[src/rtl/hazard_mdu_unit_pkg.sv]
// Shared types and constants for the hazard unit with MDU stall control (package hazard_pkg).
package hazard_pkg;

  localparam logic [1:0] FWD_RF = 2'b00;
  localparam logic [1:0] FWD_W  = 2'b01;
  localparam logic [1:0] FWD_M  = 2'b10;

  // Wide enough for MDU_LAT-2 with MDU_LAT up to 16.
  localparam int MDU_CNT_W = 4;

  typedef enum logic {
    IDLE = 1'b0,
    BUSY = 1'b1
  } mdu_state_t;

endpackage

[src/rtl/hazard_mdu_unit_if.sv]
// Datapath <-> hazard unit bundle. Perf counter signals exist only when HAZARD_PERF_EN is defined.
interface hazard_mdu_if #(
  parameter int REG_AW = 5,
  parameter int CNT_W  = 32
);
  logic [REG_AW-1:0] Rs1D, Rs2D;
  logic              UseRs1D, UseRs2D;
  logic [REG_AW-1:0] Rs1E, Rs2E, RdE;
  logic [REG_AW-1:0] RdM, RdW;
  logic              RegWriteM, RegWriteW;
  logic              ResultSrcE0;
  logic              PCSrcE;
  logic              MduStartE;
  logic [1:0]        ForwardAE, ForwardBE;
  logic              StallF, StallD, StallE;
  logic              FlushD, FlushE, FlushM;
  logic              MduBusy;
  logic              MduLastE;
`ifdef HAZARD_PERF_EN
  logic [CNT_W-1:0]  LoadStallCnt, MduStallCnt, FlushCnt;
`endif

  // The datapath drives pipeline state in; the hazard unit drives control out.
  modport master (
    output Rs1D, Rs2D, UseRs1D, UseRs2D, Rs1E, Rs2E, RdE, RdM, RdW,
           RegWriteM, RegWriteW, ResultSrcE0, PCSrcE, MduStartE,
    input  ForwardAE, ForwardBE, StallF, StallD, StallE,
           FlushD, FlushE, FlushM, MduBusy, MduLastE
`ifdef HAZARD_PERF_EN
   ,input  LoadStallCnt, MduStallCnt, FlushCnt
`endif
  );

  modport slave (
    input  Rs1D, Rs2D, UseRs1D, UseRs2D, Rs1E, Rs2E, RdE, RdM, RdW,
           RegWriteM, RegWriteW, ResultSrcE0, PCSrcE, MduStartE,
    output ForwardAE, ForwardBE, StallF, StallD, StallE,
           FlushD, FlushE, FlushM, MduBusy, MduLastE
`ifdef HAZARD_PERF_EN
   ,output LoadStallCnt, MduStallCnt, FlushCnt
`endif
  );

endinterface

[src/rtl/hazard_mdu_unit_mdu_fsm.sv]
// Holds an MDU instruction in Execute for MDU_LAT cycles; mdu_last_o marks the result-valid cycle.
module mdu_stall_fsm
  import hazard_pkg::*;
#(
  parameter int MDU_LAT = 4
) (
  input  logic                 clk,
  input  logic                 rst_n,
  input  logic                 mdu_start_i,
  output logic                 mdu_stall_o,
  output logic                 mdu_last_o,
  output logic                 mdu_busy_o,
  output mdu_state_t           state_o,
  output logic [MDU_CNT_W-1:0] cnt_o
);

  localparam logic [MDU_CNT_W-1:0] CNT_INIT = MDU_CNT_W'(MDU_LAT - 2);
  localparam logic [MDU_CNT_W-1:0] CNT_ONE  = MDU_CNT_W'(1);

  mdu_state_t           state_q;
  logic [MDU_CNT_W-1:0] cnt_q;
  logic                 busy_q, last_q, hold_q;

  // hold_q registers "BUSY and cnt != 0" so the BUSY part of the stall is glitch-free.
  always_ff @(posedge clk or negedge rst_n) begin
    if (!rst_n) begin
      state_q <= IDLE;
      cnt_q   <= '0;
      busy_q  <= 1'b0;
      last_q  <= 1'b0;
      hold_q  <= 1'b0;
    end else begin
      case (state_q)
        IDLE: begin
          if (mdu_start_i) begin
            state_q <= BUSY;
            cnt_q   <= CNT_INIT;
            busy_q  <= 1'b1;
            last_q  <= (CNT_INIT == '0);
            hold_q  <= (CNT_INIT != '0);
          end
        end
        BUSY: begin
          // MduStartE stays high while the same op is held; it is not a new start.
          if (cnt_q != '0) begin
            cnt_q  <= cnt_q - CNT_ONE;
            last_q <= (cnt_q == CNT_ONE);
            hold_q <= (cnt_q != CNT_ONE);
          end else begin
            state_q <= IDLE;
            busy_q  <= 1'b0;
            last_q  <= 1'b0;
            hold_q  <= 1'b0;
          end
        end
        default: begin
          state_q <= IDLE;
          cnt_q   <= '0;
          busy_q  <= 1'b0;
          last_q  <= 1'b0;
          hold_q  <= 1'b0;
        end
      endcase
    end
  end

  assign mdu_stall_o = ((state_q == IDLE) && mdu_start_i) || hold_q;
  assign mdu_last_o  = last_q;
  assign mdu_busy_o  = busy_q;
  assign state_o     = state_q;
  assign cnt_o       = cnt_q;

endmodule

[src/rtl/hazard_mdu_unit.sv]
// Forwarding, load-use stall, branch flush and MDU stall combining for the five-stage pipeline.
// Optional saturating perf counters are built when HAZARD_PERF_EN is defined.
module hazard_mdu_unit
  import hazard_pkg::*;
#(
  parameter int REG_AW  = 5,
  parameter int MDU_LAT = 4,
  parameter int CNT_W   = 32
) (
  input  logic                 clk,
  input  logic                 rst_n,
  hazard_mdu_if.slave          hz,
  output mdu_state_t           mdu_state_o,
  output logic [MDU_CNT_W-1:0] mdu_cnt_o
);

  logic [1:0] fwd_a, fwd_b;
  logic       load_stall;
  logic       mdu_stall;
  logic       mdu_last, mdu_busy;

  // M has priority over W since it carries the younger result; x0 is never forwarded.
  always_comb begin
    fwd_a = FWD_RF;
    if (hz.RegWriteM && (hz.Rs1E == hz.RdM) && (hz.Rs1E != '0))
      fwd_a = FWD_M;
    else if (hz.RegWriteW && (hz.Rs1E == hz.RdW) && (hz.Rs1E != '0))
      fwd_a = FWD_W;
  end

  always_comb begin
    fwd_b = FWD_RF;
    if (hz.RegWriteM && (hz.Rs2E == hz.RdM) && (hz.Rs2E != '0))
      fwd_b = FWD_M;
    else if (hz.RegWriteW && (hz.Rs2E == hz.RdW) && (hz.Rs2E != '0))
      fwd_b = FWD_W;
  end

  assign load_stall = hz.ResultSrcE0 && (hz.RdE != '0) &&
                      ((hz.UseRs1D && (hz.Rs1D == hz.RdE)) ||
                       (hz.UseRs2D && (hz.Rs2D == hz.RdE)));

  mdu_stall_fsm #(
    .MDU_LAT (MDU_LAT)
  ) u_mdu_fsm (
    .clk         (clk),
    .rst_n       (rst_n),
    .mdu_start_i (hz.MduStartE),
    .mdu_stall_o (mdu_stall),
    .mdu_last_o  (mdu_last),
    .mdu_busy_o  (mdu_busy),
    .state_o     (mdu_state_o),
    .cnt_o       (mdu_cnt_o)
  );

  assign hz.ForwardAE = fwd_a;
  assign hz.ForwardBE = fwd_b;
  assign hz.StallE    = mdu_stall;
  assign hz.StallF    = (load_stall || mdu_stall) && !hz.PCSrcE;
  assign hz.StallD    = (load_stall || mdu_stall) && !hz.PCSrcE;
  assign hz.FlushM    = mdu_stall;
  assign hz.FlushD    = hz.PCSrcE;
  // Squashing E while the MDU op is held would kill it; the load bubble waits until it leaves.
  assign hz.FlushE    = hz.PCSrcE || (load_stall && !mdu_stall);
  assign hz.MduBusy   = mdu_busy;
  assign hz.MduLastE  = mdu_last;

`ifdef HAZARD_PERF_EN
  logic [CNT_W-1:0] load_cnt_q, mdu_cnt_q, flush_cnt_q;

  always_ff @(posedge clk or negedge rst_n) begin
    if (!rst_n) begin
      load_cnt_q  <= '0;
      mdu_cnt_q   <= '0;
      flush_cnt_q <= '0;
    end else begin
      if (load_stall && !hz.PCSrcE && (load_cnt_q != '1))
        load_cnt_q <= load_cnt_q + 1'b1;
      if (mdu_stall && (mdu_cnt_q != '1))
        mdu_cnt_q <= mdu_cnt_q + 1'b1;
      if (hz.PCSrcE && (flush_cnt_q != '1))
        flush_cnt_q <= flush_cnt_q + 1'b1;
    end
  end

  assign hz.LoadStallCnt = load_cnt_q;
  assign hz.MduStallCnt  = mdu_cnt_q;
  assign hz.FlushCnt     = flush_cnt_q;
`endif

endmodule

[src/flat_wrapper.sv]
// flat-port wrapper written by rule: the top's interface ports become plain ports
module hazard_mdu_unit_flat import hazard_pkg::*;
#(
  parameter int REG_AW  = 5,
  parameter int MDU_LAT = 4,
  parameter int CNT_W   = 32
)
  (clk, rst_n, mdu_state_o, mdu_cnt_o, hz_Rs1D, hz_Rs2D, hz_UseRs1D, hz_UseRs2D, hz_Rs1E, hz_Rs2E, hz_RdE, hz_RdM, hz_RdW, hz_RegWriteM, hz_RegWriteW, hz_ResultSrcE0, hz_PCSrcE, hz_MduStartE, hz_ForwardAE, hz_ForwardBE, hz_StallF, hz_StallD, hz_StallE, hz_FlushD, hz_FlushE, hz_FlushM, hz_MduBusy, hz_MduLastE);
  hazard_mdu_if #(.REG_AW(REG_AW), .CNT_W(CNT_W)) hz_i ();
  input  logic clk;
  input  logic rst_n;
  output mdu_state_t mdu_state_o;
  output logic [MDU_CNT_W-1:0] mdu_cnt_o;
  input wire logic [$bits(hz_i.Rs1D)-1:0] hz_Rs1D;
  input wire logic [$bits(hz_i.Rs2D)-1:0] hz_Rs2D;
  input wire logic [$bits(hz_i.UseRs1D)-1:0] hz_UseRs1D;
  input wire logic [$bits(hz_i.UseRs2D)-1:0] hz_UseRs2D;
  input wire logic [$bits(hz_i.Rs1E)-1:0] hz_Rs1E;
  input wire logic [$bits(hz_i.Rs2E)-1:0] hz_Rs2E;
  input wire logic [$bits(hz_i.RdE)-1:0] hz_RdE;
  input wire logic [$bits(hz_i.RdM)-1:0] hz_RdM;
  input wire logic [$bits(hz_i.RdW)-1:0] hz_RdW;
  input wire logic [$bits(hz_i.RegWriteM)-1:0] hz_RegWriteM;
  input wire logic [$bits(hz_i.RegWriteW)-1:0] hz_RegWriteW;
  input wire logic [$bits(hz_i.ResultSrcE0)-1:0] hz_ResultSrcE0;
  input wire logic [$bits(hz_i.PCSrcE)-1:0] hz_PCSrcE;
  input wire logic [$bits(hz_i.MduStartE)-1:0] hz_MduStartE;
  output wire logic [$bits(hz_i.ForwardAE)-1:0] hz_ForwardAE;
  output wire logic [$bits(hz_i.ForwardBE)-1:0] hz_ForwardBE;
  output wire logic [$bits(hz_i.StallF)-1:0] hz_StallF;
  output wire logic [$bits(hz_i.StallD)-1:0] hz_StallD;
  output wire logic [$bits(hz_i.StallE)-1:0] hz_StallE;
  output wire logic [$bits(hz_i.FlushD)-1:0] hz_FlushD;
  output wire logic [$bits(hz_i.FlushE)-1:0] hz_FlushE;
  output wire logic [$bits(hz_i.FlushM)-1:0] hz_FlushM;
  output wire logic [$bits(hz_i.MduBusy)-1:0] hz_MduBusy;
  output wire logic [$bits(hz_i.MduLastE)-1:0] hz_MduLastE;
  assign hz_i.Rs1D = hz_Rs1D;
  assign hz_i.Rs2D = hz_Rs2D;
  assign hz_i.UseRs1D = hz_UseRs1D;
  assign hz_i.UseRs2D = hz_UseRs2D;
  assign hz_i.Rs1E = hz_Rs1E;
  assign hz_i.Rs2E = hz_Rs2E;
  assign hz_i.RdE = hz_RdE;
  assign hz_i.RdM = hz_RdM;
  assign hz_i.RdW = hz_RdW;
  assign hz_i.RegWriteM = hz_RegWriteM;
  assign hz_i.RegWriteW = hz_RegWriteW;
  assign hz_i.ResultSrcE0 = hz_ResultSrcE0;
  assign hz_i.PCSrcE = hz_PCSrcE;
  assign hz_i.MduStartE = hz_MduStartE;
  assign hz_ForwardAE = hz_i.ForwardAE;
  assign hz_ForwardBE = hz_i.ForwardBE;
  assign hz_StallF = hz_i.StallF;
  assign hz_StallD = hz_i.StallD;
  assign hz_StallE = hz_i.StallE;
  assign hz_FlushD = hz_i.FlushD;
  assign hz_FlushE = hz_i.FlushE;
  assign hz_FlushM = hz_i.FlushM;
  assign hz_MduBusy = hz_i.MduBusy;
  assign hz_MduLastE = hz_i.MduLastE;
  hazard_mdu_unit #(.REG_AW(REG_AW), .MDU_LAT(MDU_LAT), .CNT_W(CNT_W)) u_core (.clk(clk), .rst_n(rst_n), .hz(hz_i), .mdu_state_o(mdu_state_o), .mdu_cnt_o(mdu_cnt_o));
endmodule
[config.mk]
export PLATFORM = sky130hd
export DESIGN_NAME = hazard_mdu_unit_flat
export DESIGN_NICKNAME = d
export VERILOG_FILES = /design/src/rtl/hazard_mdu_unit_pkg.sv /design/src/rtl/hazard_mdu_unit_if.sv /design/src/rtl/hazard_mdu_unit_mdu_fsm.sv /design/src/rtl/hazard_mdu_unit.sv /design/src/flat_wrapper.sv
export SDC_FILE = /design/constraint.sdc
export NUM_CORES = 1
export LEC_CHECK = 0
export ABC_AREA = 1
export CORE_UTILIZATION = 37
export DETAILED_ROUTE_END_ITERATION = 10
export MAX_ROUTING_LAYER = met4
export PLACE_DENSITY_LB_ADDON = 0.1
export REMOVE_ABC_BUFFERS = 1
export SLEW_MARGIN = 10
export SYNTH_ARGS = -nofsm -noshare
export SYNTH_HDL_FRONTEND = slang
export SYNTH_SLANG_ARGS = --single-unit
[constraint.sdc]
create_clock -name clk -period 1.3 [get_ports clk]
set_input_delay 0.195 -clock clk [delete_from_list [all_inputs] [get_ports clk]]
set_output_delay 0.195 -clock clk [all_outputs]
set_load 0.005 [all_outputs]
==> flow_summary.ini, run 1 <==
[status]
outcome = finished, violations left
violations = setup timing

[layout]
drive_above_1_share_pct = 43.70
mostFrequentLayoutCell = sky130_fd_sc_hd__nand2_1
synthToLayoutAreaGrowth_pct = 85.10
final.fill_count = 210
antenna_cells = 0
most_frequent_cells_in_the_layout = 43 x sky130_fd_sc_hd__nand2_1, 23 x sky130_fd_sc_hd__buf_4, 21 x sky130_fd_sc_hd__buf_2
finish.net_count = 303

[floorplan]
floorplan.die.width_um = 53.52
core_area_um2 = 2500
initial_core_util_pct = 39.29
floorplan.io_pins = 61
die_y_um = 53.52
placement_rows = 18
floorplan.die_area_um2 = 2864

[synthesis]
synth_warn = 0
asyncSetResetFlopFracSynth_pct = 100.0
synth_top_area_share_pct = 20.38
synth_edf_count = 0
synth_top_area_cell = sky130_fd_sc_hd__dfrtp_1
mapped_avg_cell_area_um2 = 5.881
synthCells = 167
synth_area_leaders = sky130_fd_sc_hd__dfrtp_1 20%, sky130_fd_sc_hd__nand2_1 17%, sky130_fd_sc_hd__inv_1 12%
ys_seq_area_share_pct = 20.38
syn_std_cell_area_um2 = 982.2
most_used_flip_flop_cell_after_synthesis = sky130_fd_sc_hd__dfrtp_1
post_synth_num_cell_types = 29
synth-seq-cells = 8

[worst_setup_path]
crit_path_cell_trace = buf_6 > nor2_4 > nor2_4 > a21oi_2 > buf_2
timing.setup.critical_path_class = reg2out
cp_data_arrival_time_ns = 1.21
critical-path-slowest-cell = sky130_fd_sc_hd__dfrtp_1
critPathRequiredTime_ns = 1.11
regToRegStartpoint = u_core.u_mdu_fsm.cnt_o[0]$_DFFE_PN0P_
reg_to_reg_slack_setup_ns = -0.03
most_used_cell_cp = sky130_fd_sc_hd__nor2_4
critPathMaxFanout = 2
startpoint_type = register
largest_stage_delay_on_the_critical_path_ns = 0.38
worstReg2RegEnd = u_core.u_mdu_fsm.cnt_o[1]$_DFFE_PN0P_
worstSetupEndpointType = primary output
worst-r2r-cell-count = 8

[pwr]
cellPowerDensity_nw_per_um2 = 1188
peakVddDrop_v = 0.001292
finalPower_mw = 2.160
total_leakage_power_nw = 0.9981

[sta]
post-route-period-util_pct = 108.3
timing.final.max_slew_violations = 0
finClkSkew_ns = 0.005721
final_report_setup_violation_count = 10
hold_viol = 0
fmax_mhz = 710.4
postLayoutSetupSlackWorst_ns = -0.1078
relative_slew_slack_pct = 74.87
rsz0062_at_grt = yes
timing.hold.ws_ns = 0.2125
tightest_slew_ns = 0.3758
final_period_minus_worst_setup_slack_ns = 1.408

[global_routing]
antenna_found_initial = 0
gr_usage_total_pct = 25.78
grt_max_degree = 9
grt_remaining_overflow = 0
grt_first_pass_wirelength_um = 5223
grt_pass1_vias = 1308

[clocking]
postCtsHoldBufs = 0
cts-htree-levels = 1
cts_tree = done
clkTransAtPathRegs_ns = 0.05
cts.sink_count = 8
clock_path_buffers = 2
cts_made_buffers = 3
clk_root_buffer_cell = sky130_fd_sc_hd__clkbuf_4
clkLatencyLatePin_ns = 0.26

[flow_run]
maxcap_viol_count = 0

[detailed_routing]
num_vias = 1367
viasPerCell = 4.813
drt_first_pass_iters = 4
drt_wl_total_um = 3477
detailedRoute.firstIterationViolations = 26
routed_wire_length_per_instance_um = 12.24
postRouteAntennaNets = 0
drc = 0

[placement]
gpl.final_weighted_congestion = 0.8294
buffer_ports.inserted = 60
detailed_place_hpwl_um = 2539

[min_path]
min_path_type = in2async
worst max path at each step:
stage | from | end | cells past startpoint | slack (ns)
finish | u_core.u_mdu_fsm.state_o$_DFF_PN0_ | hz_StallD | 5 | -0.11
global placement | hz_RdE[4] | hz_StallF | 10 | -0.77
detailed placement | hz_RdE[4] | hz_StallD | 10 | -0.82
floorplan | u_core.u_mdu_fsm.cnt_o[0]$_DFFE_PN0P_ | u_core.u_mdu_fsm.cnt_o[2]$_DFFE_PN0P_ | 8 | 0.09
CTS | u_core.u_mdu_fsm.state_o$_DFF_PN0_ | hz_StallD | 5 | -0.08
global route | u_core.u_mdu_fsm.state_o$_DFF_PN0_ | hz_StallD | 5 | -0.15
logic make-up after synthesis:
kind of cell             share of synthesized area (%)
flip-flops                                       20.38
AND/OR/NAND/NOR                                  41.02
adder cells (fa/ha/maj)                          3.822
buffers and inverters                            15.67
AO/OA/AOI/OAI                                    11.98
XOR/XNOR                                         7.133
Yosys cell counts, types with 2 or more instances:
cell type,count
sky130_fd_sc_hd__xnor2_1,4
sky130_fd_sc_hd__nor2_2,2
sky130_fd_sc_hd__o21ai_0,8
sky130_fd_sc_hd__o22ai_1,3
sky130_fd_sc_hd__nand3_1,9
sky130_fd_sc_hd__a21oi_1,2
sky130_fd_sc_hd__nor2_1,18
sky130_fd_sc_hd__inv_1,32
sky130_fd_sc_hd__nor3_1,5
sky130_fd_sc_hd__buf_4,3
sky130_fd_sc_hd__nand2_1,45
sky130_fd_sc_hd__xor2_1,4
sky130_fd_sc_hd__nand2_2,3
sky130_fd_sc_hd__nand4_1,3
sky130_fd_sc_hd__dfrtp_1,8
sky130_fd_sc_hd__inv_2,3
sky130_fd_sc_hd__ha_1,3
layout make-up:
type                    count  area [um^2]  share of cell area, %
clock buffers               3        22.52                  1.239
inverters                  35        138.9                  7.639
well taps                  30        37.54                  2.065
multi-input cells         121        745.7                  41.02
repair buffers             87        673.1                  37.03
flip-flops and latches      8        200.2                  11.01
per-stage QoR:
stage          cell area (um^2)  util (%)  instances  worst slack (ns)  setup TNS [ns]
4_1_cts                    1789     71.57        281          -0.07649         -0.4029
3_3_place_gp               1680     67.22        265           -0.7724          -6.324
2_1_floorplan             959.7         -        164           0.08953               0
3_5_place_dp               1680     67.22        265           -0.8173          -6.532
5_1_grt                    1818     72.72        284           -0.1493         -0.9956
6_report                   1818     72.72        284           -0.1078         -0.5406
where the power goes:
| part | switching [mW] | internal, mW | leakage, nW |
|---|---|---|---|
| registers | 0.0730 | 0.360 | 0.0932 |
| logic | 0.715 | 0.817 | 0.891 |
| clock network | 0.0890 | 0.106 | 0.0138 |
state kept, by name, summed over array words and instances (netlist names):
| register | flops |
|---|---|
| u_core.u_mdu_fsm.hold_q | 1 |
| u_core.u_mdu_fsm.mdu_busy_o | 1 |
| u_core.u_mdu_fsm.cnt_o | 4 |
| u_core.u_mdu_fsm.mdu_last_o | 1 |
| u_core.u_mdu_fsm.state_o | 1 |
layer usage:
metal / track usage, % / wire length (um) / vias up
li1: - / - / 693
met1: 27.37 / 1391 / 622
met2: 47.71 / 1816 / 46
met3: 1.724 / 210 / 6
met4: 12.28 / 58 / 0
met5: - / 0 / -
critical path: cells and delay by family (launching register included):
family / cells / cell delay, ns
DFF: 1 / 0.38
buffers and inverters: 2 / 0.26
and+or+nand+nor: 2 / 0.17
AOI/OAI and AO/OA: 1 / 0.15
what timing repair did:
action | in CTS | in global routing
cloned | 0 | 0
pin swaps | 34 | 25
setup buffers | 13 | 4
endpoints found under the setup margin | 18 | 14
gates resized for setup | 170 | 49
Power figures use the tool's default switching activity.
==> run 2: changes to the inputs <==
- ABC_AREA: 1 -> not set
- CORE_UTILIZATION: 37 -> 35
==> flow_summary.ini, run 2 <==
[synthesis]
synth-seq-cells = 8
ys_seq_area_share_pct = 22.96
synth_top_area_cell = sky130_fd_sc_hd__dfrtp_1
synth_top_area_share_pct = 22.96
synth_area_leaders = sky130_fd_sc_hd__dfrtp_1 23%, sky130_fd_sc_hd__xnor2_1 18%, sky130_fd_sc_hd__xor2_1 12%
synth_warn = 0
synth_top_cells_by_count = 18 x sky130_fd_sc_hd__xnor2_1, 12 x sky130_fd_sc_hd__xor2_1, 8 x sky130_fd_sc_hd__dfrtp_1
synthCells = 100
post_synth_num_cell_types = 29
mapped_avg_cell_area_um2 = 8.721
most_used_flip_flop_cell_after_synthesis = sky130_fd_sc_hd__dfrtp_1
synth_most_common_cell = sky130_fd_sc_hd__xnor2_1
asyncSetResetFlopFracSynth_pct = 100.0
syn_std_cell_area_um2 = 872.1
synth_edf_count = 0

[worst_setup_path]
largest_stage_delay_on_the_critical_path_ns = 0.54
timing.setup.critical_path_class = in2out
regToRegStartpoint = u_core.u_mdu_fsm.cnt_o[0]$_DFFE_PN0P_
critPathMaxFanout = 2
critical-path-slowest-cell = sky130_fd_sc_hd__or4_4
most_used_cell_cp = sky130_fd_sc_hd__nor4_4
critPathRequiredTime_ns = 1.11
crit_path_cell_trace = buf_6 > or4_4 > nor2_4 > nor4_4 > buf_4 > nor4_4 > buf_2
worstReg2RegEnd = u_core.u_mdu_fsm.cnt_o[3]$_DFFE_PN0P_
startpoint_type = input pin
reg_to_reg_slack_setup_ns = -0.05
timing.critical_path.buf_inv = 3
worstSetupEndpointType = primary output
worst-r2r-cell-count = 5
cp_data_arrival_time_ns = 1.59
critical-path-top-delay-family = simple AND/OR/NAND/NOR gates

[sta]
fmax_mhz = 560.4
postLayoutSetupSlackWorst_ns = -0.4843
rsz0062_at_grt = yes
final_report_setup_violation_count = 10
timing.setup.tns_ns = -2.389
relative_slew_slack_pct = 73.80
timing.final.max_slew_violations = 0
finClkSkew_ns = 0.003778
timing.hold.ws_ns = 0.2201
final_period_minus_worst_setup_slack_ns = 1.784
tightest_slew_ns = 0.3917
hold_viol = 0
post-route-period-util_pct = 137.3

[flow_run]
maxcap_viol_count = 0

[placement]
placed_cells = 208
buffer_ports.inserted = 60
detailed_place_hpwl_um = 2353
place_worst_setup_slack_ns = -1.056
placed_cell_area_um2 = 1660
gpl.final_weighted_congestion = 0.8107

[clocking]
clkLatencyLatePin_ns = 0.26
cts.sink_count = 8
cts-htree-levels = 1
postCtsHoldBufs = 0
clock_path_buffers = 2
cts_tree = done
clkTransAtPathRegs_ns = 0.05
clk_root_buffer_cell = sky130_fd_sc_hd__clkbuf_4
cts_made_buffers = 3

[pwr]
finalPower_mw = 2.236
power.combinational.fraction_pct = 71.5
share_of_power_burned_in_registers_pct = 19.7
peakVddDrop_v = 0.001856
pwr-share-clk_pct = 8.8
internal-power_mw = 1.302
total_leakage_power_nw = 0.9365
power.share.switching_pct = 41.77
cellPowerDensity_nw_per_um2 = 1102
power_switching_uw = 933.9

[layout]
drive_above_1_share_pct = 58.05
antenna_cells = 0
synthToLayoutAreaGrowth_pct = 132.7
final.fill_count = 103
fin_area_um2 = 2029
most_frequent_cells_in_the_layout = 35 x sky130_fd_sc_hd__buf_4, 23 x sky130_fd_sc_hd__buf_6, 16 x sky130_fd_sc_hd__buf_2
finalCoreUtilization_pct = 89.17
mostFrequentLayoutCell = sky130_fd_sc_hd__buf_4
largest_reg_flops = 4
finish.net_count = 254
final-instance-count-excl-fill = 233

[floorplan]
floorplan.io_pins = 61
core_area_um2 = 2276
die_y_um = 51.92
floorplan.die_area_um2 = 2695
placement_rows = 17
initial_core_util_pct = 38.32
floorplan.die.width_um = 51.92

[detailed_routing]
viasPerCell = 5.258
drt_wl_total_um = 4243
drt_first_pass_iters = 4
postRouteAntennaNets = 0
routed_wire_length_per_instance_um = 18.21
num_vias = 1225
drc = 0
detailedRoute.firstIterationViolations = 15

[global_routing]
grt_remaining_overflow = 0
antenna_found_initial = 0
grt_pass1_vias = 1223
grt_max_degree = 10
grt_first_pass_wirelength_um = 5595
gr_usage_total_pct = 29.84

[status]
outcome = finished, violations left
violations = setup timing

[min_path]
min_path_type = in2async
run 2: what timing repair did:
item / in CTS / in global routing
resized for setup: 171 / 38
endpoints found under the hold margin: 0 / 0
pin swaps: 25 / 24
buffers inserted: 20 / 3
setup endpoints to repair: 19 / 15
run 2: metal layers:
| metal | track usage, % | up-vias | part of all wire (%) | wire length [um] |
|---|---|---|---|---|
| li1 | - | 562 | - | - |
| met1 | 31.10 | 576 | 35 | 1478 |
| met2 | 52.78 | 68 | 54 | 2303 |
| met3 | 8.480 | 19 | 6.4 | 273 |
| met4 | 11.26 | 0 | 4.4 | 187 |
| met5 | - | - | 0 | 0 |
run 2: worst reg2reg max path, cell delays in order, from the launching register on:
cell	delay, ns
sky130_fd_sc_hd__dfrtp_1	0.40
sky130_fd_sc_hd__buf_4	0.15
sky130_fd_sc_hd__or3_4	0.37
sky130_fd_sc_hd__nor3_2	0.14
sky130_fd_sc_hd__a21oi_1	0.08
sky130_fd_sc_hd__o21ai_1	0.14
run 2: cell type report:
type / instances / area, um^2 / area share, %
timing repair buffer: 106 / 885.9 / 43.65
multi-input combinational: 83 / 867.1 / 42.72
sequential: 8 / 200.2 / 9.864
tap: 28 / 35.03 / 1.726
clock buffer: 3 / 22.52 / 1.110
inverter: 5 / 18.77 / 0.9248
run 2: worst max path at each step:
stage / from / to / slack [ns] / depth (start not counted)
final: hz_Rs1E[1] / hz_ForwardAE[0] / -0.48 / 7
after global routing: hz_Rs1E[1] / hz_ForwardAE[0] / -0.49 / 7
after CTS: hz_Rs2E[4] / hz_ForwardBE[0] / -0.46 / 7
after detailed placement: hz_RdE[2] / hz_FlushE / -1.06 / 6
after global placement: hz_Rs2E[0] / hz_ForwardBE[0] / -1.0 / 6
after floorplan: hz_Rs1E[1] / hz_ForwardAE[0] / -0.06 / 4
run 2: power by group through the flow:
stage | combinational, mW | sequential, mW | clock, mW
detailed placement | 1.12 | 0.454 | 0
global route | 1.72 | 0.454 | 0.219
global placement | 1.09 | 0.446 | 0
CTS | 1.29 | 0.425 | 0.199
finish | 1.60 | 0.439 | 0.198
floorplan | 0.430 | 0.462 | 0
run 2: cell families (layout without fill, tap and decap cells):
family / after synthesis / in the layout / share of synthesized area (%)
AOI/OAI and AO/OA: 15 / 15 / 10.47
buffers and inverters: 9 / 114 / 5.308
adders and majority gates: 3 / 3 / 4.305
and+or+nand+nor: 35 / 35 / 26.83
DFF: 8 / 8 / 22.96
xor gates and xnor gates: 30 / 30 / 30.13
